### config.mk
export PLATFORM = sky130hd
export DESIGN_NAME = qcl_bram_rd_stream
export DESIGN_NICKNAME = d
export VERILOG_FILES = /design/src/rtl/qcl_bram_rd_stream.sv
export SDC_FILE = /design/constraint.sdc
export NUM_CORES = 1
export LEC_CHECK = 0
export CORE_UTILIZATION = 53
export DETAILED_ROUTE_END_ITERATION = 12
export GPL_TIMING_DRIVEN = 0
export PLACE_DENSITY = 0.85
export SLEW_MARGIN = 25
export SYNTH_ARGS = -nofsm -noshare
export SYNTH_HDL_FRONTEND = slang
export SYNTH_SLANG_ARGS = --single-unit
### constraint.sdc
create_clock -name clk_i -period 10.7 [get_ports clk_i]
set_input_delay 2.14 -clock clk_i [delete_from_list [all_inputs] [get_ports clk_i]]
set_output_delay 2.14 -clock clk_i [all_outputs]
set_load 0.01 [all_outputs]
### src/rtl/qcl_bram_rd_stream.sv
// Streaming read master for a 1-cycle-latency BRAM: turns (addr, len) commands into a
// ready/valid word stream, using a 2-entry skid buffer and issue credit to absorb read latency.
module qcl_bram_rd_stream #(
    parameter int  width_p       = 32,
    parameter int  els_p         = 16,
    localparam int addr_width_lp = (els_p == 1) ? 1 : $clog2(els_p),
    localparam int len_width_lp  = $clog2(els_p + 1)
) (
    input  logic                     clk_i,
    input  logic                     reset_i,
    input  logic                     cmd_v_i,
    input  logic [addr_width_lp-1:0] cmd_addr_i,
    input  logic [len_width_lp-1:0]  cmd_len_i,
    output logic                     cmd_ready_o,
    output logic                     mem_r_v_o,
    output logic [addr_width_lp-1:0] mem_r_addr_o,
    input  logic [width_p-1:0]       mem_r_data_i,
    output logic                     data_v_o,
    output logic [width_p-1:0]       data_o,
    output logic                     data_last_o,
    input  logic                     data_ready_i,
    output logic                     done_o
);

    typedef enum logic [1:0] {IDLE, ISSUE, DRAIN} state_e;

    state_e                   state_q, state_d;
    logic [addr_width_lp-1:0] addr_q, addr_d;
    logic [addr_width_lp-1:0] last_addr_q, last_addr_d;
    logic [len_width_lp-1:0]  rem_q, rem_d;
    logic [1:0]               occ_q, occ_d;
    logic                     infl_q, infl_d;
    logic                     infl_last_q, infl_last_d;
    logic                     done_q, done_d;
    logic                     last0_q, last0_d;
    logic                     last1_q, last1_d;
    logic [width_p-1:0]       data0_q, data0_d;
    logic [width_p-1:0]       data1_q, data1_d;

    logic pop;
    logic issue;
    logic credit;
    logic cmd_fire;

    assign cmd_ready_o  = (state_q == IDLE);
    assign cmd_fire     = cmd_v_i & cmd_ready_o;
    assign data_v_o     = (occ_q != 2'd0);
    assign data_o       = data0_q;
    assign data_last_o  = data_v_o & last0_q;
    assign done_o       = done_q;
    assign pop          = data_v_o & data_ready_i;
    // occ + infl - pop < 2, rearranged to stay non-negative
    assign credit       = ({1'b0, occ_q} + {2'b00, infl_q}) < (3'd2 + {2'b00, pop});
    assign issue        = (state_q == ISSUE) && (rem_q != '0) && credit;
    assign mem_r_v_o    = issue;
    assign mem_r_addr_o = issue ? addr_q : last_addr_q;

    always_comb begin
        state_d     = state_q;
        addr_d      = addr_q;
        last_addr_d = last_addr_q;
        rem_d       = rem_q;
        done_d      = 1'b0;
        infl_d      = issue;
        infl_last_d = (rem_q == len_width_lp'(1));
        occ_d       = occ_q;
        last0_d     = last0_q;
        last1_d     = last1_q;
        data0_d     = data0_q;
        data1_d     = data1_q;

        case (state_q)
            IDLE: begin
                if (cmd_fire) begin
                    if (cmd_len_i == '0) begin
                        done_d = 1'b1;
                    end else begin
                        addr_d  = cmd_addr_i;
                        rem_d   = cmd_len_i;
                        state_d = ISSUE;
                    end
                end
            end
            ISSUE: begin
                if (issue) begin
                    last_addr_d = addr_q;
                    addr_d      = (addr_q == addr_width_lp'(els_p - 1)) ? '0
                                                                       : addr_q + addr_width_lp'(1);
                    rem_d       = rem_q - len_width_lp'(1);
                    if (rem_q == len_width_lp'(1)) state_d = DRAIN;
                end
            end
            DRAIN: begin
                if (pop && last0_q) begin
                    done_d  = 1'b1;
                    state_d = IDLE;
                end
            end
            default: state_d = IDLE;
        endcase

        // Head is always entry 0; a returning read lands in the first free slot after any pop
        case ({infl_q, pop})
            2'b10: begin
                occ_d = occ_q + 2'd1;
                if (occ_q == 2'd0) begin
                    data0_d = mem_r_data_i;
                    last0_d = infl_last_q;
                end else begin
                    data1_d = mem_r_data_i;
                    last1_d = infl_last_q;
                end
            end
            2'b01: begin
                occ_d   = occ_q - 2'd1;
                data0_d = data1_q;
                last0_d = last1_q;
            end
            2'b11: begin
                if (occ_q == 2'd1) begin
                    data0_d = mem_r_data_i;
                    last0_d = infl_last_q;
                end else begin
                    data0_d = data1_q;
                    last0_d = last1_q;
                    data1_d = mem_r_data_i;
                    last1_d = infl_last_q;
                end
            end
            default: ;
        endcase
    end

    always_ff @(posedge clk_i or posedge reset_i) begin
        if (reset_i) begin
            state_q     <= IDLE;
            addr_q      <= '0;
            last_addr_q <= '0;
            rem_q       <= '0;
            occ_q       <= 2'd0;
            infl_q      <= 1'b0;
            infl_last_q <= 1'b0;
            done_q      <= 1'b0;
            last0_q     <= 1'b0;
            last1_q     <= 1'b0;
        end else begin
            state_q     <= state_d;
            addr_q      <= addr_d;
            last_addr_q <= last_addr_d;
            rem_q       <= rem_d;
            occ_q       <= occ_d;
            infl_q      <= infl_d;
            infl_last_q <= infl_last_d;
            done_q      <= done_d;
            last0_q     <= last0_d;
            last1_q     <= last1_d;
        end
    end

    always_ff @(posedge clk_i) begin
        data0_q <= data0_d;
        data1_q <= data1_d;
    end

endmodule

==> flow_summary.toml, run 1 <==
[sta]
finalCritPeriodShare = 0.631
worst_slack_ns = 3.95
tightestPinTransition_ns = 0.844
fmax_ghz = 0.148
fin_crit_ns = 6.75
clock_skew_ns = 0.00501
relSlewSlack = 0.437
rsz0062_at_grt = "no"
hold_violations = 0
slew_violations = 0
worst_hold_slack_ns = 0.484
tns_ns = 0
setup_violations = 0

[cells_and_area]
fillers = 404
antennaDiodeCount = 0
fin_nets = 400
drive_gt1_frac = 0.0688
final_cell_mix = "clkdlybuf4s50_1, edfxtp_1, a22o_1, dfrtp_1, nand2_1"
design_area_um2 = 4750
layout_commonest_cell = "clkdlybuf4s50_1"
syn2layout_area_growth_pct = 33.8
multi_input_area_um2 = 982
regArea_um2 = 2470

[global_route]
grt_max_degree = 34
antenna_found_initial = 0
grt_overflow_total = 0
grt_pass1_vias = 2440
grt_util_all_layers = 0.234
grt_pass1_wl_um = 12300

[synth]
yosysSeqAreaShare = 0.696
post-synth-top-area-cell = "edfxtp_1"
synth_edf_count = 64
ys_top_cells_by_area = "edfxtp_1, dfrtp_1, a22o_1, ha_1, nand2_1"
synth-async-reset-ratio = 0.256
netlist-cell-type-count = 40
synth_cells = 247
syn_area_per_cell_um2 = 14.4
synth_top_area_share = 0.541
syn_area_um2 = 3550
ys_ff_latch = 86
synth_nets = 303
yosysWarningCount = 0
synthFlopType = "edfxtp_1"

[route]
ant_nets = 0
dr.pass1.iters = 9
drtIter0Drc = 131
drt_wl_total_um = 7720
vias = 2398
wire_per_inst_um = 18.1
viasPerCell = 5.63
drc = 16

[min_path]
hp-start = "last_addr_q[1]$_DFFE_PP0P_"
hp-class = "register to register"
min_path_cells = 2
min_to = "last_addr_q[1]$_DFFE_PP0P_"

[worst_setup_path]
critical_path_arrival_ns = 4.61
regToRegStartpoint = "occ_q[0]$_DFFE_PP0P_"
worst_ep_required_time_ns = 8.56
crit_family = "buffers and inverters"
crit_path_end_kind = "primary output"
r2r_slack_ns = 7.98
critical-path-slowest-cell = "clkdlybuf4s50_1"
crit_fanout = 10
crit-reg2reg-capture = "last1_q$_DFFE_PP0P_"
worst_setup_path_start_kind = "input port"
crit_top_cell = "clkdlybuf4s50_1"
path_cells = "clkdlybuf4s50_1 -> or3b_1 -> a2111o_1 -> buf_6 -> clkbuf_1 -> o21ai_0 -> clkdlybuf4s50_1"
crit_buf_inv = 4
critPathMaxStageDelay_ns = 0.57
reg2reg_depth = 9
critPathKind = "input port to primary output"

[clock_network]
clock_latency_ns = 0.34
cts_buffers = 9
ctsHoldBuffers = 0
clock-sinks = 86
cts_tree = "done"
h-tree-depth = 3
post_cts_buffers = 0
postCtsResizedCells = 0
path_clk_slew_ns = 0.08
clockBufferDepth = 2
cts-root-buf = "clkbuf_8"

[floorplanning]
rows = 29
start_util = 0.553
die_width_um = 83.9
fp.dieArea_um2 = 7030
die_h_um = 83.9
io_pins = 86
fp.coreArea_um2 = 6420

[power_and_ir_drop]
p_clk_frac = 0.148
p_leak_nw = 1.85
p_int_mw = 1.08
p_sw_mw = 0.570
seqPwrFrac = 0.389
peakVddDrop_v = 0.000204
comb_power_share = 0.463
switching_share = 0.346
p_per_area_nw_per_um2 = 346

[place]
post-place-ws_ns = 3.97
port_buffers = 85
routabilityCongestion = 0.875
hpwl_um = 5690
place_area_um2 = 4540

[status]
violations = "DRC"
status = "finished with violations"

[flow_run]
cap_violations = 0
[kinds of logic after synthesis]
family	share of synthesized area
AO/OA/AOI/OAI	0.151
XOR/XNOR	0.00493
adder cells (fa/ha/maj)	0.0387
buffers and inverters	0.0306
flip-flops	0.696
multiplexers	0.0162
AND/OR/NAND/NOR	0.0620
[synth_stat cells, types with 2 or more instances]
master    instances
edfxtp_1         64
a22o_1           33
dfrtp_1          22
nand2_1          18
inv_1            14
nor2_1           12
a21oi_1          11
ha_1             11
o21ai_0          10
clkbuf_1          8
a31oi_1           3
nor3_1            3
a22oi_1           2
buf_6             2
mux2_2            2
mux2i_1           2
nand3_1           2
nand4b_1          2
nor2b_1           2
o22a_1            2
o22ai_1           2
xnor2_1           2
[layout make-up]
| cell class | count | share of cell area |
|---|---|---|
| sequential | 86 | 0.520 |
| multi-input combinational | 136 | 0.207 |
| timing repair buffer | 86 | 0.185 |
| clock buffer | 10 | 0.0269 |
| tap | 77 | 0.0203 |
| clock inverter | 6 | 0.0182 |
| buffer | 11 | 0.0118 |
| inverter | 14 | 0.0111 |
[per-layer routing]
metal,GRT usage,wire length [µm]
met2,0.402,3990
met5,0,0
met1,0.287,3180
met4,0.107,121
met3,0.0445,418
[state kept, by name, summed over array words and instances, names as in the netlist]
name and cells:
occ_q 2, last1_q 1, infl_q 1, last_addr_q 4, addr_q 4, data_o 32, done_o 1, infl_last_q 1
last0_q 1, data1_q 32, rem_q 5, state_q 2
[worst reg2reg max path, stage by stage, from the launching register on]
cell	delay, ns
dfrtp_1	0.44
inv_1	0.08
ha_1	0.22
inv_1	0.12
nand2_1	0.16
inv_1	0.10
ha_1	0.24
nand2_1	0.09
o211a_2	0.73
mux2_2	0.42
[through the flow]
| step | util | cells | power, mW |
|---|---|---|---|
| global placement | 0.701 | 409 | 1.35 |
| floorplan | - | 247 | 1.08 |
| CTS | 0.740 | 426 | 1.65 |
| global route | 0.740 | 426 | 1.75 |
| finish | 0.740 | 426 | 1.65 |
| detailed placement | 0.707 | 410 | 1.41 |
[how the worst max path moves through the flow]
stage | start | to | slack (ns) | cells past startpoint
2_1_floorplan | data_ready_i | mem_r_addr_o[0] | 5.08 | 5
3_3_place_gp | data_ready_i | mem_r_addr_o[2] | 3.94 | 7
3_5_place_dp | data_ready_i | mem_r_addr_o[2] | 3.97 | 7
4_1_cts | data_ready_i | mem_r_addr_o[2] | 3.95 | 7
5_1_grt | data_ready_i | mem_r_addr_o[2] | 3.78 | 7
6_report | data_ready_i | mem_r_addr_o[0] | 3.95 | 7
[power by group through the flow]
| stage | clock [mW] | combinational [mW] | sequential [mW] |
|---|---|---|---|
| after floorplan | 0 | 0.408 | 0.669 |
| after global routing | 0.263 | 0.830 | 0.655 |
| final | 0.243 | 0.762 | 0.641 |
| after CTS | 0.246 | 0.767 | 0.641 |
| after global placement | 0 | 0.713 | 0.640 |
| after detailed placement | 0 | 0.761 | 0.648 |
Power figures use the tool's default switching activity.
==> run 2: changes to the inputs <==
--- a/config.mk
+++ b/config.mk
@@ -5,10 +5,10 @@
 export SDC_FILE = /design/constraint.sdc
 export NUM_CORES = 1
 export LEC_CHECK = 0
-export CORE_UTILIZATION = 53
+export CORE_UTILIZATION = 44
 export DETAILED_ROUTE_END_ITERATION = 12
 export GPL_TIMING_DRIVEN = 0
-export PLACE_DENSITY = 0.85
+export PLACE_DENSITY = 0.75
 export SLEW_MARGIN = 25
 export SYNTH_ARGS = -nofsm -noshare
 export SYNTH_HDL_FRONTEND = slang
==> constraint.sdc (replaced) <==
create_clock -name clk_i -period 5.85 [get_ports clk_i]
set_input_delay 1.17 -clock clk_i [delete_from_list [all_inputs] [get_ports clk_i]]
set_output_delay 1.17 -clock clk_i [all_outputs]
set_load 0.01 [all_outputs]
==> run 2 against run 1 <==
  * The run now ends clean
  * Clock power increased by 66%
  * First-iteration DRC count decreased by 17%
  * Global-route usage decreased by 6.8 points
  * Critical path depth unchanged
  * Clock skew increased by 0.0071 ns
  * Highest routed layer unchanged
  * Cell count increased by 5.9%
==> flow_summary.toml, run 2 (same netlist as run 1, synthesis figures left out) <==
[worst_setup_path]
worst_ep_required_time_ns = 4.68
worst_setup_path_start_kind = "input port"
regToRegStartpoint = "occ_q[0]$_DFFE_PP0P_"
crit_fanout = 10
critPathKind = "input port to primary output"
crit_path_end_kind = "primary output"
critical_path_arrival_ns = 3.69
crit_start = "data_ready_i"

[sta]
fmax_ghz = 0.206
clock_skew_ns = 0.0121
finalCritPeriodShare = 0.830
slew_violations = 0
hold_violations = 0
tns_ns = 0
tightestPinTransition_ns = 0.850
relSlewSlack = 0.433
fin_crit_ns = 4.86
worst_hold_slack_ns = 0.477
rsz0062_at_grt = "no"
worst_slack_ns = 0.994
setup_violations = 0

[route]
ant_nets = 0
vias = 2306
drtIter0Drc = 109
dr.pass1.iters = 4
drc = 0
viasPerCell = 5.11
wire_per_inst_um = 14.8
drt_wl_total_um = 6670

[power_and_ir_drop]
peakVddDrop_v = 0.000412
p_per_area_nw_per_um2 = 614
total_power_mw = 2.93
p_leak_nw = 1.84

[min_path]
hp-class = "register to register"
hp-start = "last_addr_q[1]$_DFFE_PP0P_"

[place]
port_buffers = 85
hpwl_um = 4860
routabilityCongestion = 0.830
post-place-ws_ns = 1.03
place_area_um2 = 4570

[cells_and_area]
design_area_um2 = 4770
final_cell_mix = "clkdlybuf4s50_1, edfxtp_1, a22o_1, dfrtp_1, nand2_1"
fillers = 599
layout_commonest_cell = "clkdlybuf4s50_1"
antennaDiodeCount = 0
drive_gt1_frac = 0.0716
syn2layout_area_growth_pct = 34.2
fin_nets = 400

[floorplanning]
die_h_um = 91.9
fp.coreArea_um2 = 7770
die_width_um = 91.9
rows = 32
io_pins = 86
fp.dieArea_um2 = 8440
start_util = 0.457

[global_route]
grt_use_met2 = 0.261
antenna_found_initial = 0
grt_pass1_vias = 2179
grt_max_degree = 34
top_usage_layer = "met2"
grt_pass1_wl_um = 10700
grt.met3_usage = 0.0340
grt_overflow_total = 0
grt_util_met1 = 0.222
grt_util_all_layers = 0.166

[clock_network]
h-tree-depth = 3
cts_buffers = 9
clock-sinks = 86
post_cts_buffers = 0
cts-root-buf = "clkbuf_8"
cts_tree = "done"
clockBufferDepth = 2
postCtsResizedCells = 0
path_clk_slew_ns = 0.09
clock_latency_ns = 0.35
ctsHoldBuffers = 0

[status]
status = "finished clean"

[flow_run]
cap_violations = 0
==> run 2: path summary, 6_finish.rpt <==
kind	end	slack (ns)	cells past startpoint
max	mem_r_addr_o[2]	0.99	7
min	last_addr_q[1]$_DFFE_PP0P_	0.48	2
max reg2reg	last1_q$_DFFE_PP0P_	3.21	9
min reg2reg	last_addr_q[1]$_DFFE_PP0P_	0.48	2
max in group asynchronous	rem_q[3]$_DFFE_PP0P_	4.03	2
min in group asynchronous	last_addr_q[0]$_DFFE_PP0P_	1.29	2
==> run 2: final cells by class <==
class	count	area [µm²]	area share
inverters	14	52.6	0.0110
repair buffers	86	878	0.184
well taps	102	128	0.0268
clock buffers	10	128	0.0268
plain buffers	11	56.3	0.0118
clock inverters	6	70.1	0.0147
multi-input cells	136	982	0.206
flip-flops and latches	86	2470	0.519
==> run 2: power breakdown <==
group / internal (mW) / total, mW / switching, mW / leakage [nW]
Sequential: 1.04 / 1.16 / 0.112 / 0.889
Combinational: 0.679 / 1.37 / 0.689 / 0.853
Clock: 0.200 / 0.404 / 0.204 / 0.101
Total: 1.92 / 2.93 / 1.00 / 1.84
==> run 2: per-stage QoR <==
stage                     utilization  cells
after global routing            0.614    451
final                           0.614    451
after floorplan                     -    247
after global placement          0.583    434
after detailed placement        0.588    435
after CTS                       0.614    451
==> run 2: routing by layer <==
layer / vias up / share of wire
li1: 1137 / -
met1: 1075 / 0.45
met2: 81 / 0.46
met3: 13 / 0.070
met4: 0 / 0.019
met5: - / 0
==> run 2: worst max-delay path, stage by stage <==
cell,delay [ns]
clkdlybuf4s50_1,0.52
or3b_1,0.36
a2111o_1,0.42
buf_6,0.14
clkbuf_1,0.20
o21ai_0,0.27
clkdlybuf4s50_1,0.58
==> run 3: changes to the inputs <==
--- a/config.mk
+++ b/config.mk
@@ -5,10 +5,10 @@
 export SDC_FILE = /design/constraint.sdc
 export NUM_CORES = 1
 export LEC_CHECK = 0
-export CORE_UTILIZATION = 44
+export CORE_UTILIZATION = 49
 export DETAILED_ROUTE_END_ITERATION = 12
 export GPL_TIMING_DRIVEN = 0
-export PLACE_DENSITY = 0.75
+export PLACE_DENSITY = 0.79
 export SLEW_MARGIN = 25
 export SYNTH_ARGS = -nofsm -noshare
 export SYNTH_HDL_FRONTEND = slang
==> constraint.sdc (replaced) <==
create_clock -name clk_i -period 4.9 [get_ports clk_i]
set_input_delay 0.98 -clock clk_i [delete_from_list [all_inputs] [get_ports clk_i]]
set_output_delay 0.98 -clock clk_i [all_outputs]
set_load 0.01 [all_outputs]
==> run 3 against run 2 <==
  * Sequential power grew 20%
  * Combinational power grew 20%
  * Sequential share of layout area is essentially flat
  * Global-route usage grew 3.6 points
  * Critical path depth is the same
  * Via count grew 2.9%
  * Clock skew grew 0.0012 ns
  * Clock-buffer cell count shrank 1
==> flow_summary.toml, run 3 (same netlist as run 1, synthesis figures left out) <==
[sta]
worst_hold_slack_ns = 0.480
rsz0062_at_grt = "no"
clock_skew_ns = 0.0132
fmax_ghz = 0.223
hold_violations = 0
tns_ns = 0
slew_violations = 0
relSlewSlack = 0.451
tightestPinTransition_ns = 0.823
setup_violations = 0
finalCritPeriodShare = 0.916
fin_crit_ns = 4.49

[floorplanning]
fp.coreArea_um2 = 6910
fp.dieArea_um2 = 7590
die_width_um = 87.1
start_util = 0.514
die_h_um = 87.1
rows = 30
io_pins = 86

[cells_and_area]
layout_commonest_cell = "clkdlybuf4s50_1"
drive_gt1_frac = 0.0745
syn2layout_area_growth_pct = 34.1
fillers = 510
final_util = 0.690
antennaDiodeCount = 0
final_cell_mix = "clkdlybuf4s50_1, edfxtp_1, a22o_1, dfrtp_1, nand2_1"
fin_nets = 400

[worst_setup_path]
path_cells = "clkdlybuf4s50_1 -> or3b_1 -> a2111o_1 -> buf_6 -> clkbuf_1 -> o21ai_0 -> clkdlybuf4s50_1"
critPathKind = "input port to primary output"
critical_path_arrival_ns = 3.51
crit_fanout = 10
worst_ep_required_time_ns = 3.92
worst_setup_path_start_kind = "input port"
critPathMaxStageDelay_ns = 0.59
crit_top_cell = "clkdlybuf4s50_1"
crit_path_end_kind = "primary output"
critical-path-slowest-cell = "clkdlybuf4s50_1"

[route]
drc = 0
wl_met3_um = 410
routed-wl-met2_um = 3540
wire_per_inst_um = 16.2
ant_nets = 0
routed.top_layer = "met4"
vias = 2373
drtIter0Drc = 104
drt-met1-wl_um = 3130
drt_wl_total_um = 7210
viasPerCell = 5.33
dr.pass1.iters = 5

[clock_network]
cts-root-buf = "clkbuf_8"
cts_tree = "done"
clock_latency_ns = 0.36
clock-sinks = 86
h-tree-depth = 3
cts_buffers = 9
ctsHoldBuffers = 0
clockBufferDepth = 2
path_clk_slew_ns = 0.08
postCtsResizedCells = 0
post_cts_buffers = 0

[place]
routabilityCongestion = 0.876
hpwl_um = 5210
port_buffers = 85

[global_route]
antenna_found_initial = 0
grt_pass1_wl_um = 11300
grt_pass1_vias = 2322
grt_overflow_total = 0
grt_util_all_layers = 0.202
grt_max_degree = 34

[status]
status = "finished clean"

[min_path]
hp-class = "register to register"

[flow_run]
cap_violations = 0

[power_and_ir_drop]
p_leak_nw = 1.84
p_per_area_nw_per_um2 = 744
peakVddDrop_v = 0.000568
run 3: cell count changes in the layout (fill, tap and decap cells not counted), sizes merged:
cell,before,now
clkinvlp,0,1
clkinv,4,2
clkbuf,18,17
inv,15,17
run 3: final timing paths:
kind | start | endpoint | slack [ns] | cells after the start
worst max-delay path | data_ready_i | mem_r_addr_o[2] | 0.41 | 7
worst min-delay path | last_addr_q[0]$_DFFE_PP0P_ | last_addr_q[0]$_DFFE_PP0P_ | 0.48 | 2
worst max register to register | occ_q[0]$_DFFE_PP0P_ | last1_q$_DFFE_PP0P_ | 2.21 | 9
worst min register to register | last_addr_q[0]$_DFFE_PP0P_ | last_addr_q[0]$_DFFE_PP0P_ | 0.48 | 2
max in group asynchronous | reset_i | infl_last_q$_DFF_PP0_ | 3.31 | 2
min in group asynchronous | reset_i | last0_q$_DFFE_PP0P_ | 1.08 | 2
run 3: critical path, delay by kind of cell:
family | cells | cell delay [ns]
AO/OA/AOI/OAI | 2 | 0.70
buffers and inverters | 4 | 1.47
AND/OR/NAND/NOR | 1 | 0.35
run 3: layer usage:
layer | track usage | vias up
met5 | 0 | -
met4 | 0.0984 | 0
met3 | 0.0389 | 13
met2 | 0.337 | 95
met1 | 0.254 | 1129
li1 | - | 1136
run 3: report_power, final:
part	switching [mW]	internal [mW]	leakage, nW
sequential	0.144	1.25	0.889
clock	0.259	0.241	0.101
combinational	0.842	0.813	0.853
run 3: metrics by stage:
step	cells	worst slack, ns	instance area, µm²	power [mW]
floorplan	247	1.17	3550	2.35
CTS	445	0.422	4760	3.56
detailed placement	429	0.446	4560	3.05
global placement	428	0.256	4520	2.97
finish	445	0.411	4760	3.55
global route	445	0.329	4760	3.77
run 3: final cells by class:
type | instances | area (µm²) | share of cell area
tap | 96 | 120 | 0.0252
clock inverter | 7 | 77.6 | 0.0163
timing repair buffer | 86 | 878 | 0.184
clock buffer | 9 | 124 | 0.0260
buffer | 11 | 56.3 | 0.0118
sequential | 86 | 2470 | 0.519
inverter | 14 | 52.6 | 0.0110
multi-input combinational | 136 | 982 | 0.206
